$ cat src/rtl/clock_pkg.sv
// rtl/clock_pkg.sv - shared state encoding and defaults for the tick divider
package clock_pkg;

  typedef enum logic [1:0] {
    ST_IDLE  = 2'd0,
    ST_RUN   = 2'd1,
    ST_PAUSE = 2'd2
  } run_state_t;

  localparam int FAST_DIV_DEFAULT = 16;
  localparam int TICK_COUNT_W     = 8;

  // Period counter width for a period of hz cycles, never narrower than one bit.
  function automatic int cnt_width(input int hz);
    return (hz > 2) ? $clog2(hz) : 1;
  endfunction

endpackage

$ cat src/rtl/mod_counter.sv
// rtl/mod_counter.sv - modulo-MOD counter with enable, clear and registered wrap pulse
module mod_counter #(
  parameter int MOD = 60,
  parameter int W   = 8
) (
  input  logic         clock,
  input  logic         reset,
  input  logic         enable,
  input  logic         clear,
  output logic [W-1:0] count,
  output logic         wrap
);

  localparam logic [W-1:0] LAST = W'(MOD - 1);

  always_ff @(posedge clock) begin
    if (reset || clear) begin
      count <= '0;
      wrap  <= 1'b0;
    end else if (enable) begin
      if (count >= LAST) begin
        count <= '0;
        wrap  <= 1'b1;
      end else begin
        count <= count + W'(1);
        wrap  <= 1'b0;
      end
    end else begin
      wrap <= 1'b0;
    end
  end

endmodule

$ cat src/rtl/tick_divider.sv
// rtl/tick_divider.sv - run/pause period divider producing tick, half_tick and a modulo tick count
module tick_divider
  import clock_pkg::*;
#(
  parameter int HZ       = 27000000,
  parameter int FAST_DIV = FAST_DIV_DEFAULT,
  parameter int SEC_MOD  = 60
) (
  input  logic       clock,
  input  logic       reset,
  input  logic       start,
  input  logic       stop,
  input  logic       restart,
  input  logic       fast_mode,
  output logic       tick,
  output logic       half_tick,
  output logic [7:0] tick_count,
  output logic       running
);

  localparam int              CW         = cnt_width(HZ);
  localparam logic [CW-1:0]   LIMIT_NORM = CW'(HZ - 1);
  localparam logic [CW-1:0]   LIMIT_FAST = CW'(HZ / FAST_DIV - 1);

  run_state_t      state;
  run_state_t      state_next;
  logic [CW-1:0]   cnt;
  logic [CW-1:0]   limit;
  logic [CW-1:0]   half_point;
  logic            half_done;
  logic            at_limit;
  logic            wrap_en;
  logic            count_wrap_unused;

  // Limit follows fast_mode every cycle; >= lets a shrinking limit wrap at once.
  always_comb begin
    limit      = fast_mode ? LIMIT_FAST : LIMIT_NORM;
    half_point = limit >> 1;
    at_limit   = (cnt >= limit);
    wrap_en    = (state == ST_RUN) && at_limit && !restart;
  end

  always_comb begin
    state_next = state;
    case (state)
      ST_IDLE:  if (start && !stop) state_next = ST_RUN;
      ST_RUN:   if (stop)           state_next = ST_PAUSE;
      ST_PAUSE: if (start && !stop) state_next = ST_RUN;
      default:                      state_next = ST_IDLE;
    endcase
  end

  always_ff @(posedge clock) begin
    if (reset) begin
      state     <= ST_IDLE;
      running   <= 1'b0;
      cnt       <= '0;
      tick      <= 1'b0;
      half_tick <= 1'b0;
      half_done <= 1'b0;
    end else begin
      state     <= state_next;
      running   <= (state_next == ST_RUN);
      tick      <= 1'b0;
      half_tick <= 1'b0;
      if (restart) begin
        cnt       <= '0;
        half_done <= 1'b0;
      end else if (state == ST_RUN) begin
        if (at_limit) begin
          cnt       <= '0;
          tick      <= 1'b1;
          half_done <= 1'b0;
        end else begin
          cnt <= cnt + CW'(1);
          // half_done keeps a mid-period fast_mode change from firing twice
          if (cnt == half_point && !half_done) begin
            half_tick <= 1'b1;
            half_done <= 1'b1;
          end
        end
      end else if (state == ST_IDLE) begin
        cnt       <= '0;
        half_done <= 1'b0;
      end
    end
  end

  mod_counter #(
    .MOD (SEC_MOD),
    .W   (TICK_COUNT_W)
  ) u_tick_count (
    .clock  (clock),
    .reset  (reset),
    .enable (wrap_en),
    .clear  (restart),
    .count  (tick_count),
    .wrap   (count_wrap_unused)
  );

endmodule

$ cat config.mk
export PLATFORM = sky130hd
export DESIGN_NAME = tick_divider
export DESIGN_NICKNAME = d
export VERILOG_FILES = /design/src/rtl/clock_pkg.sv /design/src/rtl/mod_counter.sv /design/src/rtl/tick_divider.sv
export SDC_FILE = /design/constraint.sdc
export NUM_CORES = 1
export LEC_CHECK = 0
export ABC_AREA = 0
export CORE_MARGIN = 5
export CORE_UTILIZATION = 44
export DETAILED_ROUTE_END_ITERATION = 10
export GPL_TIMING_DRIVEN = 0
export HOLD_SLACK_MARGIN = 0.06
export MAX_ROUTING_LAYER = met4
export SLEW_MARGIN = 20
export SYNTH_ARGS = -nofsm -noshare
export SYNTH_HDL_FRONTEND = slang
export SYNTH_HIERARCHICAL = 1
export SYNTH_SLANG_ARGS = --single-unit
$ cat constraint.sdc
create_clock -name clock -period 2.43 [get_ports clock]
set_input_delay 0.243 -clock clock [delete_from_list [all_inputs] [get_ports clock]]
set_output_delay 0.243 -clock clock [all_outputs]
set_load 0.01 [all_outputs]
==> impl_metrics.toml <==
[cts]
cts_root_buf = "clkbuf_8"
cts_tree = "yes"
clk_pin_slew_worst_paths_ns = 0.08
clock_latency_ns = 0.30
cts_hold_buffers = 0
cts_sinks = 39
htreeDepth = 2
cts-buffers-inserted = 5
cts_buffer_depth = 2

[logic_synthesis]
ys_warn_count = 6
netlist_area_mm2 = 0.00265
synth_nets = 345
netlist_instances = 327
postSynthAreaPerCell_um2 = 8.10

[power_and_ir_drop]
p_comb_frac = 0.078
internal_power_uw = 984
netSwitchingFraction = 0.240
p_leak_nw = 1.10
netSwitchingPower_uw = 310
p_per_area_mw_per_mm2 = 395
seqPwrFrac = 0.493
clockPowerShare = 0.429
ir_drop_v = 0.000364

[sta]
tns_ns = -0.0471
finalSetupViolations = 4
period_share = 1.01
fin_worst_skew_ns = 0.00484
slew_headroom = 0.536
grt_setup_unrepaired = "true"
min_period_ns = 2.46
setup_slack_ns = -0.0270
worstMarginPinSlew_ns = 0.690
finalMaxSlewViolations = 0
hold_violations = 0
fmax_ghz = 0.407

[grt]
grt_pass1_wl_um = 12400
grt_util_all_layers = 0.211
grt_max_degree = 14
grt_overflow = 0
grt_pass1_vias = 2398
antenna_found_initial = 0

[finish]
nNetsFinal = 382
final_cells = 440
drive_gt1_frac = 0.227
antenna_cells = 0
layout-area-overhead-vs-synth_pct = 23.6
final_cell_mix = "34 x nand2_1, 31 x dfxtp_1, 27 x nand3_1"
layout_commonest_cell = "nand2_1"

[placement]
place.gp.congestion = 0.861
dp_hpwl_um = 5370
port_buffers = 16
dpl.cell_count = 418

[setup_path]
critPathKind = "flop to flop"
cp-end-kind = "flop"
required_ns = 2.65
cp-start-kind = "flop"
critPathMaxFanout = 7
crit_arrival_ns = 2.68

[status]
violations = "negative setup slack"
run_status = "finished with violations"

[flow_run]
drv_cap = 0

[routing]
viasPerCell = 6.08
route.detailed.drc = 0
vias = 2676
drtAntennaViolNets = 0
first_iter_violations = 172
wl_um = 7730
wire_per_inst_um = 17.6
first_pass_iters = 5

[floorplanning]
die_w_um = 87.6
rows = 28
io_pins = 17
initial_core_util = 0.450
dieArea_mm2 = 0.00767
die_y_um = 87.6
placeableCoreArea_mm2 = 0.00589

[min_path]
holdCritPathClass = "flop to flop"
[power groups by stage]
| stage | Clock (mW) | Sequential, mW | Combinational, mW |
|---|---|---|---|
| 3_5_place_dp | 0 | 0.658 | 0.0900 |
| 2_1_floorplan | 0 | 0.658 | 0.0564 |
| 4_1_cts | 0.567 | 0.642 | 0.0924 |
| 5_1_grt | 0.594 | 0.639 | 0.110 |
| 3_3_place_gp | 0 | 0.658 | 0.0900 |
| 6_report | 0.555 | 0.638 | 0.101 |
[state kept, by name (all words and copies together) (netlist names)]
register,count
cnt,25
half_done,1
half_tick,1
running,1
state,2
tick,1
u_tick_count/count,8
[path summary, 6_finish.rpt]
kind | start | slack [ns] | cells after the start | endpoint
setup / recovery | cnt[14] | -0.03 | 13 | u_tick_count/count[0]
hold / removal | cnt[15] | 0.52 | 1 | cnt[15]
setup reg to reg | cnt[14] | -0.03 | 13 | u_tick_count/count[0]
hold reg to reg | cnt[15] | 0.52 | 1 | cnt[15]
[layer usage]
metal | GRT usage | vias to the layer above | share of wire
li1 | - | 1306 | -
met1 | 0.301 | 1278 | 0.49
met2 | 0.309 | 86 | 0.45
met3 | 0.0357 | 6 | 0.054
met4 | 0.0544 | 0 | 0.0093
met5 | - | - | 0
[through the flow]
step	total power, mW	cell area [um2]	setup slack, ns	hold slack (ns)	utilization
5_1_grt	1.34	3270	-0.171	0.539	0.556
6_report	1.29	3270	-0.0270	0.517	0.556
4_1_cts	1.30	3110	-0.0807	0.508	0.529
3_5_place_dp	0.748	2920	-1.02	0.495	0.495
3_3_place_gp	0.748	2920	-1.04	0.493	0.495
2_1_floorplan	0.714	2660	0.0189	0.315	-
[area by class of cell]
| type | count | area [um2] |
|---|---|---|
| well taps | 75 | 93.8 |
| repair buffers | 30 | 270 |
| flip-flops and latches | 39 | 801 |
| inverters | 7 | 30.0 |
| multi-input cells | 254 | 1740 |
| fillers | 571 | 2610 |
| plain buffers | 27 | 224 |
| clock buffers | 5 | 68.8 |
| clock inverters | 3 | 43.8 |
[worst max-delay path: stages, from the launching register on]
cell      delay [ns]
dfxtp_4         0.37
ha_1            0.29
nand2_1         0.11
nor3_2          0.06
a221o_1         0.34
o21ai_2         0.24
buf_6           0.14
and2_4          0.14
nor3_4          0.04
buf_4           0.14
buf_6           0.12
buf_4           0.13
nand2b_1        0.13
a21oi_1         0.13
[repair_timing]
item                                    CTS  global route
resized for setup                        16            27
endpoints found under the setup margin   35            17
pin swaps                                 6            10
setup buffers                             6             8
Power figures use the tool's default switching activity.
